==> src/rtl/bram_test_pkg.sv <==
// Shared codes for the BRAM self-test: pattern selectors, LFSR constants, FSM states.
// Pure definitions, no timing or flow control of its own.
package bram_test_pkg;

    typedef enum logic [1:0] {
        PAT_WALK0 = 2'd0,
        PAT_ADDR  = 2'd1,
        PAT_LFSR  = 2'd2,
        PAT_NADDR = 2'd3
    } pat_e;

    localparam logic [31:0] LFSR_MASK = 32'h8020_0003;
    localparam logic [31:0] LFSR_SEED = 32'hFFFF_FFFE;

    typedef enum logic [2:0] {
        ST_IDLE  = 3'd0,
        ST_WRITE = 3'd1,
        ST_READ  = 3'd2,
        ST_DRAIN = 3'd3,
        ST_DONE  = 3'd4
    } state_e;

    // Right-shifting Galois step: the bit shifted out folds the mask back in.
    function automatic logic [31:0] lfsr_next(input logic [31:0] s);
        return s[0] ? ((s >> 1) ^ LFSR_MASK) : (s >> 1);
    endfunction

endpackage

==> src/rtl/bram_pattern_gen.sv <==
// Test-pattern source: word is combinational from state; clear reseeds, step advances.
// No flow control; the caller steps it exactly once per word consumed.
module bram_pattern_gen
    import bram_test_pkg::*;
#(
    parameter int DATA_W = 8,
    parameter int ADDR_W = 11
) (
    input  logic              clk,
    input  logic              rst_n,
    input  pat_e              sel,
    input  logic              clear,
    input  logic              step,
    input  logic [ADDR_W-1:0] addr,
    output logic [DATA_W-1:0] word
);

    localparam logic [DATA_W-1:0] WALK_SEED = ~DATA_W'(1);

    logic [DATA_W-1:0] walk_q;
    logic [31:0]       lfsr_q;

    always_ff @(posedge clk or negedge rst_n) begin
        if (!rst_n) begin
            walk_q <= WALK_SEED;
            lfsr_q <= LFSR_SEED;
        end else if (clear) begin
            walk_q <= WALK_SEED;
            lfsr_q <= LFSR_SEED;
        end else if (step) begin
            walk_q <= (walk_q << 1) | (walk_q >> (DATA_W - 1));
            lfsr_q <= lfsr_next(lfsr_q);
        end
    end

    always_comb begin
        word = '0;
        case (sel)
            PAT_WALK0: word = walk_q;
            PAT_ADDR:  word = DATA_W'(addr);
            PAT_LFSR:  word = lfsr_q[DATA_W-1:0];
            PAT_NADDR: word = ~DATA_W'(addr);
            default:   word = '0;
        endcase
    end

endmodule

==> config.mk <==
export PLATFORM = sky130hd
export DESIGN_NAME = bram_pattern_gen
export DESIGN_NICKNAME = d
export VERILOG_FILES = /design/src/rtl/bram_test_pkg.sv /design/src/rtl/bram_pattern_gen.sv
export SDC_FILE = /design/constraint.sdc
export NUM_CORES = 1
export LEC_CHECK = 0
export ABC_AREA = 1
export CAP_MARGIN = 5
export CORE_UTILIZATION = 55
export DETAILED_ROUTE_END_ITERATION = 12
export GPL_ROUTABILITY_DRIVEN = 0
export PLACE_DENSITY = 0.82
export SETUP_SLACK_MARGIN = 0.3
export SLEW_MARGIN = 20
export SYNTH_ARGS = -nofsm -noshare
export SYNTH_HDL_FRONTEND = slang
export SYNTH_SLANG_ARGS = --single-unit
==> constraint.sdc <==
create_clock -name clk -period 1.29 [get_ports clk]
set_input_delay 0.258 -clock clk [delete_from_list [all_inputs] [get_ports clk]]
set_output_delay 0.258 -clock clk [all_outputs]
set_load 0.01 [all_outputs]
==> load_flow_metrics.sql, run 1 <==
INSERT INTO impl_metrics (metric_group, metric, value, unit) VALUES
('yosys', 'synthCells', '242', ''),
('power', 'p_leak', '0.00122', 'uW'),
('global_route', 'maximum_number_of_pins_on_one_net_before_global_route_repair', '41', ''),
('global_route', 'antenna_found_initial', '0', ''),
('yosys', 'synth.avg_cell_area', '7.78', 'um2'),
('timing', 'skew', '0.0213', 'ns'),
('global_route', 'grt.busiest_layer', 'met2', ''),
('final_layout', 'mostFrequentLayoutCells', 'sky130_fd_sc_hd__nor2_1 (76), sky130_fd_sc_hd__nand2_1 (46), sky130_fd_sc_hd__dfstp_2 (38)', ''),
('clock_network', 'cts_tree', 'built', ''),
('clock_network', 'cts_sinks', '40', ''),
('clock_network', 'htree_num_levels', '2', ''),
('clock_network', 'clockBufferDepth', '2', ''),
('timing', 'fmax', '0.654', 'GHz'),
('clock_network', 'worst_skew_pair.late_latency', '0.35', 'ns'),
('global_route', 'global_route_wire_length_before_repair', '7.08', 'mm'),
('placement', 'placed_instances', '323', ''),
('timing', 'rsz_0062_raised_after_global_routing', 'yes', ''),
('yosys', 'synth-seq-cells', '40', ''),
('route', 'route.detailed.vias_per_inst', '5.05', ''),
('yosys', 'synth_fp_nets', '259', ''),
('die', 'die_area', '0.00366', 'mm2'),
('global_route', 'grt_overflow_total', '0', ''),
('placement', 'post-place-ws', '-0.753', 'ns'),
('yosys', 'synth_area_leaders', 'sky130_fd_sc_hd__dfstp_2 (53%), sky130_fd_sc_hd__nor2_1 (15%), sky130_fd_sc_hd__nand2_1 (13%), sky130_fd_sc_hd__a21oi_1 (5.0%), sky130_fd_sc_hd__inv_1 (3.2%)', ''),
('hold_path', 'min-delay-path-class', 'in -> async', ''),
('clock_network', 'clk_pin_slew_worst_paths', '0.13', 'ns'),
('critical_path', 'timing.setup.critical_path_class', 'reg -> out', ''),
('route', 'initialDrtViolationCount', '118', ''),
('placement', 'port_buffers', '21', ''),
('critical_path', 'crit_path_max_incr_delay', '0.58', 'ns'),
('power', 'max-vdd-ir-drop', '0.000809', 'V'),
('run_status', 'status', 'complete, but fails checks', ''),
('die', 'floorplan.core_area', '0.00315', 'mm2'),
('final_layout', 'n_antenna_cell', '0', ''),
('power', 'power_density', '913', 'mW/mm2'),
('placement', 'dpl_cell_area', '0.00235', 'mm2'),
('die', 'initial_core_util', '59.7', '%'),
('timing', 'post-route-worst-setup-slack', '-0.239', 'ns'),
('critical_path', 'reg2reg_to', 'lfsr_q[1]', ''),
('critical_path', 'worstPathRequired', '1.03', 'ns'),
('critical_path', 'critical_path.endpoint', 'word[5]', ''),
('clock_network', 'cts-root-buf', 'sky130_fd_sc_hd__clkbuf_4', ''),
('critical_path', 'crit_path_top_delay_cell', 'sky130_fd_sc_hd__dfstp_2', ''),
('die', 'row_count', '20', ''),
('timing', 'hold_viol', '0', ''),
('final_layout', 'share_of_cells_above_drive_strength_1', '42.6', '%'),
('power', 'report.power.total', '2370', 'uW'),
('route', 'number_of_nets_still_failing_antenna_checks_after_routing', '0', ''),
('yosys', 'post-synth-top-area-fraction', '53.0', '%'),
('timing', 'timing.final.crit_share', '118', '%'),
('timing', 'slew_headroom', '83.8', '%'),
('run_status', 'failing_checks', 'negative setup slack', ''),
('final_layout', 'final_cell_area_excluding_filler_cells', '0.00260', 'mm2'),
('critical_path', 'crit_chain', 'inv_2, nand2_2, nand2_2, nand2_2, buf_6', ''),
('route', 'vias', '1717', ''),
('die', 'die_h', '60.5', 'um'),
('yosys', 'synth_cell_types', '14', ''),
('timing', 'report.final.setup_viol', '8', ''),
('yosys', 'ys.warnings.count', '0', ''),
('timing', 'post-route-min-period', '1.53', 'ns'),
('route', 'remaining_drc_errors', '0', ''),
('critical_path', 'arrival', '1.27', 'ns'),
('critical_path', 'worst_r2r_startpoint', 'lfsr_q[2]', ''),
('final_layout', 'utilization_after_layout', '82.4', '%'),
('clock_network', 'cts-buffers-inserted', '5', ''),
('global_route', 'grt_pass1_vias', '1685', ''),
('yosys', 'netlist.top_cell.by_area', 'sky130_fd_sc_hd__dfstp_2', ''),
('global_route', 'globalRouteMet1Util', '29.7', '%'),
('critical_path', 'worstSetupStartpointType', 'register', ''),
('die', 'boundaryPins', '25', ''),
('critical_path', 'ff2ff_setup_slack', '0.28', 'ns');
area by class of cell:
cell class	instances	area [um2]
clock inverters	2	12.5
flip-flops and latches	40	1050
inverters	18	70.1
fillers	200	554
clock buffers	6	41.3
well taps	44	55.1
multi-input cells	175	796
repair buffers	55	576
metrics by stage:
stage	hold WS [ns]	setup TNS, ns
6_report	0.389	-1.46
5_1_grt	0.392	-2.03
4_1_cts	0.371	-1.55
3_5_place_dp	0.240	-9.59
3_3_place_gp	0.236	-8.41
2_1_floorplan	-0.0376	0
worst min-delay path by stage:
stage | endpoint | from | slack, ns
2_1_floorplan | lfsr_q[0] | rst_n | -0.04
3_3_place_gp | lfsr_q[0] | rst_n | 0.24
3_5_place_dp | lfsr_q[0] | rst_n | 0.24
4_1_cts | walk_q[0] | rst_n | 0.37
5_1_grt | walk_q[0] | rst_n | 0.39
6_report | walk_q[0] | rst_n | 0.39
critical path, delay by kind of cell, from the launching register on:
kind                   cells  cell delay (ns)
buffers and inverters      2             0.16
and+or+nand+nor            3             0.20
DFF                        1             0.58
flip-flops by register name, indices dropped and copies added (netlist names):
register / cells
lfsr_q: 32
walk_q: 8
cell usage after synthesis (all sizes together):
library cell,instances
nor2,77
nand2,66
dfstp,38
a21oi,19
inv,18
buf,9
nand3,8
o21ai,3
dfrtp,2
or2,2
cell families (layout without fill, tap and decap cells):
family / Yosys count / after routing / synth area share (%)
simple gates: 153 / 153 / 31.8
flops: 40 / 40 / 55.7
buf+inv: 27 / 81 / 6.65
compound gates: 22 / 22 / 5.85
layer usage:
| metal | wire length, um | up-vias |
|---|---|---|
| met2 | 2340 | 57 |
| li1 | - | 851 |
| met3 | 209 | 8 |
| met5 | 0 | - |
| met1 | 1840 | 801 |
| met4 | 48 | 0 |
what timing repair did:
action / in CTS / in global routing
hold buffers: 1 / 0
endpoints found under the setup margin: 43 / 13
pin swaps: 14 / 12
hold endpoints to repair: 2 / 0
resized for setup: 59 / 21
cloned: 2 / 0
setup buffers: 6 / 0
where the power goes:
group | total [uW] | internal (uW) | leakage (uW) | switching, uW
Combinational | 444 | 218 | 0.000764 | 226
Clock | 614 | 211 | 0.0000282 | 403
Sequential | 1310 | 1300 | 0.000425 | 15.1
No activity file was read; power rests on OpenSTA's default activity.
==> inputs of run 2 (changes only) <==
ABC_AREA = not set   (was 1)
HOLD_SLACK_MARGIN = 0.15   (was not set)
PLACE_DENSITY = 0.81   (was 0.82)
clock period = 1.6 ns   (was 1.29 ns; I/O delays follow)
==> load_flow_metrics.sql, run 2 <==
INSERT INTO impl_metrics (metric_group, metric, value, unit) VALUES
('die', 'floorplan.core_area', '0.00344', 'mm2'),
('power', 'power_density', '887', 'mW/mm2'),
('critical_path', 'worstPathRequired', '1.28', 'ns'),
('critical_path', 'critPathBufInv', '1', ''),
('placement', 'post-place-ws', '-0.528', 'ns'),
('clock_network', 'clk_pin_slew_worst_paths', '0.07', 'ns'),
('global_route', 'grt_pass1_vias', '1340', ''),
('die', 'dieWidth', '62.7', 'um'),
('run', 'maxCapViolCount', '0', ''),
('route', 'route.detailed.wl_per_inst', '14.3', 'um'),
('yosys', 'synth_fp_nets', '180', ''),
('critical_path', 'crit_path_max_incr_delay', '0.54', 'ns'),
('clock_network', 'htree_num_levels', '2', ''),
('run_status', 'status', 'completed', ''),
('clock_network', 'cts_sinks', '40', ''),
('clock_network', 'worst_skew_pair.late_latency', '0.29', 'ns'),
('global_route', 'global_route_wire_length_before_repair', '6.31', 'mm'),
('final_layout', 'max_flop_register', 'lfsr_q', ''),
('route', 'wirelength', '3.60', 'mm'),
('timing', 'rsz_0062_raised_after_global_routing', 'yes', ''),
('die', 'row_count', '21', ''),
('timing', 'skew', '0.00377', 'ns'),
('global_route', 'grt_overflow_total', '0', ''),
('critical_path', 'cp-end-kind', 'output pin', ''),
('die', 'die_h', '62.7', 'um'),
('critical_path', 'worstSetupStartpointType', 'register', ''),
('yosys', 'share_of_the_yosys_chip_area_belonging_to_registers', '51.8', '%'),
('clock_network', 'cts-root-buf', 'sky130_fd_sc_hd__clkbuf_8', ''),
('route', 'remaining_drc_errors', '0', ''),
('power', 'p_leak', '0.00106', 'uW'),
('die', 'initial_core_util', '58.8', '%'),
('yosys', 'post_synth_instance_area', '0.00202', 'mm2'),
('final_layout', 'nFillCells', '233', ''),
('critical_path', 'arrival', '1.19', 'ns'),
('global_route', 'grt_usage', '20.7', '%'),
('global_route', 'antenna_found_initial', '0', ''),
('critical_path', 'crit_path_top_delay_cell', 'sky130_fd_sc_hd__dfstp_2', ''),
('yosys', 'edff_count_synth', '0', ''),
('critical_path', 'most_common_cell_on_crit_path', 'sky130_fd_sc_hd__mux2i_1', ''),
('timing', 'hold_viol', '0', ''),
('critical_path', 'worst_path_dominant_cell_family', 'flip-flops', ''),
('global_route', 'maximum_number_of_pins_on_one_net_before_global_route_repair', '45', ''),
('clock_network', 'cts_tree', 'built', ''),
('route', 'number_of_nets_still_failing_antenna_checks_after_routing', '0', ''),
('timing', 'report.final.setup_viol', '0', ''),
('critical_path', 'timing.setup.critical_path_class', 'reg -> out', ''),
('timing', 'post-route-worst-setup-slack', '0.0945', 'ns'),
('final_layout', 'share_of_cells_above_drive_strength_1', '41.0', '%'),
('route', 'initialDrtViolationCount', '43', ''),
('yosys', 'synth_commonest_cells', 'sky130_fd_sc_hd__dfstp_2 (38), sky130_fd_sc_hd__nor2b_1 (37), sky130_fd_sc_hd__a211o_1 (36)', ''),
('yosys', 'synth-seq-cells', '40', ''),
('yosys', 'ys.warnings.count', '0', ''),
('clock_network', 'cts-buffers-inserted', '5', ''),
('critical_path', 'crit_path_max_fanout', '2', ''),
('route', 'drtPass1Iterations', '4', ''),
('yosys', 'synth_most_common_cell', 'sky130_fd_sc_hd__dfstp_2', ''),
('final_layout', 'max_reg_flops', '32', ''),
('final_layout', 'final-instance-count-excl-fill', '251', ''),
('final_layout', 'n_antenna_cell', '0', ''),
('timing', 'post-route-min-period', '1.51', 'ns'),
('timing', 'hold-worst-slack', '0.411', 'ns'),
('yosys', 'synth.avg_cell_area', '12.4', 'um2'),
('power', 'max-vdd-ir-drop', '0.000663', 'V'),
('final_layout', 'mostFrequentLayoutCells', 'sky130_fd_sc_hd__dfstp_2 (38), sky130_fd_sc_hd__nor2b_1 (37), sky130_fd_sc_hd__a211o_1 (36)', ''),
('yosys', 'post-synth-top-area-fraction', '49.3', '%'),
('placement', 'dp_hpwl', '2.15', 'mm'),
('yosys', 'postSynth.asyncResetShare', '100', '%'),
('timing', 'report.final.slew_viol_count', '0', ''),
('final_layout', 'num-nets-final', '221', ''),
('final_layout', 'utilization_after_layout', '73.7', '%'),
('yosys', 'netlist.top_cell.by_area', 'sky130_fd_sc_hd__dfstp_2', ''),
('die', 'boundaryPins', '25', ''),
('timing', 'slew_headroom', '86.1', '%'),
('final_layout', 'layout_top_registers', 'lfsr_q: 32 flops, walk_q: 8 flops', ''),
('placement', 'placed_instances', '224', ''),
('yosys', 'synthCells', '163', ''),
('yosys', 'synth_cell_types', '17', ''),
('yosys', 'synth_area_leaders', 'sky130_fd_sc_hd__dfstp_2 (49%), sky130_fd_sc_hd__a211o_1 (16%), sky130_fd_sc_hd__nor2b_1 (11%), sky130_fd_sc_hd__mux2i_1 (8.4%), sky130_fd_sc_hd__xnor2_1 (4.3%)', ''),
('timing', 'timing.final.crit_share', '94.1', '%'),
('die', 'die_area', '0.00393', 'mm2'),
('placement', 'port_buffers', '21', ''),
('timing', 'tightest_slew', '0.209', 'ns'),
('final_layout', 'commonest_non_fill_non_tap_cell_in_the_layout', 'sky130_fd_sc_hd__dfstp_2', ''),
('hold_path', 'min-delay-path-class', 'in -> async', ''),
('critical_path', 'crit_chain', 'mux2i_1, mux2i_1, buf_2', ''),
('route', 'route.detailed.vias_per_inst', '5.41', ''),
('final_layout', 'area.growth.synth_to_final', '25.3', '%'),
('timing', 'fmax', '0.664', 'GHz'),
('route', 'vias', '1359', ''),
('yosys', 'synth_flop_cell', 'sky130_fd_sc_hd__dfstp_2', ''),
('clock_network', 'clockBufferDepth', '2', '');
run 2: cell families after synthesis:
logic type	share of synthesized area [%]
flip-flops	51.8
buffers and inverters	5.99
AO/OA/AOI/OAI	17.0
XOR/XNOR	4.33
multiplexers	8.41
AND/OR/NAND/NOR	12.5
run 2: stage by stage:
step                      TNS (ns)  power [uW]  cell area (um2)
final                            0        2250             2540
after global routing             0        2370             2540
after CTS                        0        2260             2520
after detailed placement     -4.01        1570             2310
after global placement       -3.74        1550             2310
after floorplan                  0        1410             2020
run 2: final cells by class:
class	count	area, um2	share of cell area (%)
Clock buffer	8	90.1	3.55
Tap cell	46	57.6	2.27
Timing Repair Buffer	49	487	19.2
Multi-Input combinational cell	108	855	33.7
Sequential cell	40	1050	41.3
run 2: path summary, 6_finish.rpt:
| kind | startpoint | end | slack [ns] | depth (start not counted) |
|---|---|---|---|---|
| setup / recovery | lfsr_q[6] | word[6] | 0.09 | 3 |
| hold / removal | rst_n | walk_q[0] | 0.41 | 2 |
| setup reg to reg | lfsr_q[0] | lfsr_q[0] | 0.39 | 5 |
| hold reg to reg | lfsr_q[22] | lfsr_q[21] | 0.57 | 2 |
| max in group asynchronous | rst_n | lfsr_q[27] | 0.93 | 2 |
| min in group clk | step | walk_q[7] | 0.54 | 3 |
run 2: what timing repair did:
item,4_1_cts,5_1_grt
hold buffers,0,0
buffers inserted,16,2
resized for setup,42,1
endpoints found under the setup margin,8,8
gates cloned,1,0
run 2: power by group:
group	switching (uW)	internal, uW
clock network	316	351
logic	185	239
registers	37.3	1120
total	538	1710
run 2: worst register-to-register path: stages, from the launching register on:
cell                       delay (ns)
sky130_fd_sc_hd__dfrtp_1         0.40
sky130_fd_sc_hd__buf_4           0.14
sky130_fd_sc_hd__buf_4           0.12
sky130_fd_sc_hd__buf_4           0.14
sky130_fd_sc_hd__nand3b_1        0.18
sky130_fd_sc_hd__a21oi_2         0.16
run 2: layer usage:
metal,vias to the layer above,routed length [um],part of all wire [%],track usage [%]
li1,654,-,-,-
met1,664,1650,46,27.0
met2,34,1750,49,33.4
met3,7,144,4.0,4.38
met4,0,56,1.6,8.72
met5,-,0,0,0
==> inputs of run 3 (changes only) <==
RECOVER_POWER = 100   (was not set)
==> load_flow_metrics.sql, run 3 (synthesized netlist as in run 2, its figures left out) <==
INSERT INTO impl_metrics (metric_group, metric, value, unit) VALUES
('clock_network', 'cts-root-buf', 'sky130_fd_sc_hd__clkbuf_8', ''),
('clock_network', 'clockBufferDepth', '2', ''),
('route', 'wirelength', '3.62', 'mm'),
('clock_network', 'cts_tree', 'built', ''),
('critical_path', 'arrival', '1.21', 'ns'),
('placement', 'dpl_cell_area', '0.00231', 'mm2'),
('critical_path', 'timing.setup.critical_path_class', 'reg -> out', ''),
('placement', 'dp_hpwl', '2.15', 'mm'),
('timing', 'report.final.setup_viol', '0', ''),
('die', 'die_h', '62.7', 'um'),
('route', 'drtPass1Iterations', '4', ''),
('route', 'remaining_drc_errors', '0', ''),
('final_layout', 'n_antenna_cell', '0', ''),
('route', 'number_of_nets_still_failing_antenna_checks_after_routing', '0', ''),
('die', 'floorplan.core_area', '0.00344', 'mm2'),
('final_layout', 'layout_top_registers', 'lfsr_q: 32 flops, walk_q: 8 flops', ''),
('critical_path', 'crit_path_top_delay_cell', 'sky130_fd_sc_hd__dfstp_2', ''),
('timing', 'post-route-min-period', '1.53', 'ns'),
('timing', 'report.final.slew_viol_count', '0', ''),
('timing', 'rsz_0062_raised_after_global_routing', 'yes', ''),
('final_layout', 'max_reg_flops', '32', ''),
('route', 'initialDrtViolationCount', '44', ''),
('global_route', 'grt_usage', '20.7', '%'),
('final_layout', 'area.growth.synth_to_final', '23.9', '%'),
('final_layout', 'mostFrequentLayoutCells', 'sky130_fd_sc_hd__dfstp_2 (38), sky130_fd_sc_hd__nor2b_1 (37), sky130_fd_sc_hd__a211o_1 (36)', ''),
('final_layout', 'final-instance-count-excl-fill', '251', ''),
('clock_network', 'cts_sinks', '40', ''),
('final_layout', 'multi_input_comb_area', '851', 'um2'),
('critical_path', 'crit_path_max_fanout', '2', ''),
('timing', 'tns', '0', 'ns'),
('timing', 'skew', '0.00455', 'ns'),
('global_route', 'antenna_found_initial', '0', ''),
('final_layout', 'final_cell_area_excluding_filler_cells', '0.00251', 'mm2'),
('final_layout', 'commonest_non_fill_non_tap_cell_in_the_layout', 'sky130_fd_sc_hd__dfstp_2', ''),
('run_status', 'status', 'completed', ''),
('critical_path', 'critPathBufInv', '1', ''),
('critical_path', 'worstPathRequired', '1.28', 'ns'),
('final_layout', 'max_flop_register', 'lfsr_q', ''),
('die', 'boundaryPins', '25', ''),
('run', 'maxCapViolCount', '0', ''),
('placement', 'port_buffers', '21', ''),
('clock_network', 'post_cts_hold_buffer_count', '0', ''),
('clock_network', 'cts-buffers-inserted', '5', ''),
('power', 'max-vdd-ir-drop', '0.000689', 'V'),
('global_route', 'maximum_number_of_pins_on_one_net_before_global_route_repair', '45', ''),
('timing', 'timing.final.crit_share', '95.5', '%'),
('final_layout', 'share_of_cells_above_drive_strength_1', '37.1', '%'),
('final_layout', 'ff_latch_area', '0.00105', 'mm2'),
('timing', 'fmax', '0.655', 'GHz'),
('route', 'vias', '1368', ''),
('power', 'p_leak', '0.00104', 'uW'),
('global_route', 'global_route_wire_length_before_repair', '6.31', 'mm'),
('power', 'power_density', '893', 'mW/mm2'),
('timing', 'hold_viol', '0', ''),
('timing', 'slew_headroom', '37.8', '%'),
('die', 'row_count', '21', ''),
('clock_network', 'worst_skew_pair.late_latency', '0.29', 'ns'),
('critical_path', 'crit_path_max_incr_delay', '0.54', 'ns'),
('route', 'route.detailed.wl_per_inst', '14.4', 'um'),
('clock_network', 'clk_pin_slew_worst_paths', '0.07', 'ns'),
('die', 'dieWidth', '62.7', 'um'),
('global_route', 'grt_pass1_vias', '1340', ''),
('die', 'die_area', '0.00393', 'mm2'),
('global_route', 'grt_overflow_total', '0', ''),
('hold_path', 'min-delay-path-class', 'in -> reg', ''),
('critical_path', 'worstSetupStartpointType', 'register', ''),
('critical_path', 'crit_chain', 'mux2i_1, mux2i_1, clkbuf_1', ''),
('critical_path', 'worst_path_dominant_cell_family', 'flip-flops', ''),
('critical_path', 'most_common_cell_on_crit_path', 'sky130_fd_sc_hd__mux2i_1', ''),
('route', 'route.detailed.vias_per_inst', '5.45', ''),
('timing', 'tightest_slew', '0.933', 'ns'),
('clock_network', 'htree_num_levels', '2', ''),
('critical_path', 'cp-end-kind', 'output pin', ''),
('critical_path', 'ff2ff_setup_slack', '0.29', 'ns'),
('final_layout', 'nFillCells', '242', ''),
('die', 'initial_core_util', '58.8', '%'),
('placement', 'placed_instances', '224', ''),
('final_layout', 'num-nets-final', '221', '');
run 3: changes by cell type in the layout (fill, tap and decap cells not counted), sizes merged:
| cell | delta |
|---|---|
| buf | -11 |
| clkbuf | +11 |
| dlygate4sd3 | +2 |
| clkdlybuf4s50 | -2 |
run 3: what timing repair did:
item | 4_1_cts | 5_1_grt
buffers inserted | 16 | 2
setup endpoints to repair | 8 | 8
resized for setup | 42 | 1
hold endpoints to repair | 0 | 0
gates cloned | 1 | 0
run 3: worst register-to-register path, stage by stage, from the launching register on:
cell and delay, ns:
sky130_fd_sc_hd__dfrtp_1 0.38, sky130_fd_sc_hd__clkbuf_4 0.14, sky130_fd_sc_hd__clkbuf_4 0.11, sky130_fd_sc_hd__clkbuf_1 0.20, sky130_fd_sc_hd__a21bo_2 0.25, sky130_fd_sc_hd__a21oi_1 0.15
run 3: worst paths after layout:
kind / start / cells past startpoint / endpoint
setup / recovery: lfsr_q[2] / 3 / word[2]
hold / removal: step / 3 / walk_q[7]
setup reg to reg: lfsr_q[0] / 5 / lfsr_q[0]
hold reg to reg: lfsr_q[22] / 2 / lfsr_q[21]
max in group asynchronous: rst_n / 2 / lfsr_q[0]
min in group asynchronous: rst_n / 2 / walk_q[0]
run 3: power breakdown:
part	total [uW]	switching, uW	internal, uW
clock	668	317	351
combinational	410	185	226
sequential	1160	37.3	1120
total	2240	538	1700
run 3: area by class of cell:
cell class / instances / share of cell area, %
Clock buffer: 8 / 3.59
Multi-Input combinational cell: 108 / 33.9
Sequential cell: 40 / 41.8
Tap cell: 46 / 2.30
Timing Repair Buffer: 49 / 18.4
run 3: per-layer routing:
layer / global-route usage (%) / vias to the layer above / part of all wire, %
li1: - / 654 / -
met1: 27.0 / 677 / 46
met2: 33.4 / 30 / 49
met3: 4.38 / 7 / 3.5
met4: 8.72 / 0 / 1.6
met5: 0 / - / 0
run 3: per-stage QoR:
| stage | setup slack (ns) | hold WS (ns) | utilization (%) | power [uW] |
|---|---|---|---|---|
| 3_3_place_gp | -0.475 | 0.525 | 67.1 | 1550 |
| 3_5_place_dp | -0.528 | 0.536 | 67.1 | 1570 |
| 6_report | 0.0726 | 0.541 | 72.8 | 2240 |
| 4_1_cts | 0.0937 | 0.412 | 73.2 | 2260 |
| 5_1_grt | 0.0156 | 0.558 | 72.8 | 2360 |
| 2_1_floorplan | 0.314 | 0.0244 | - | 1410 |
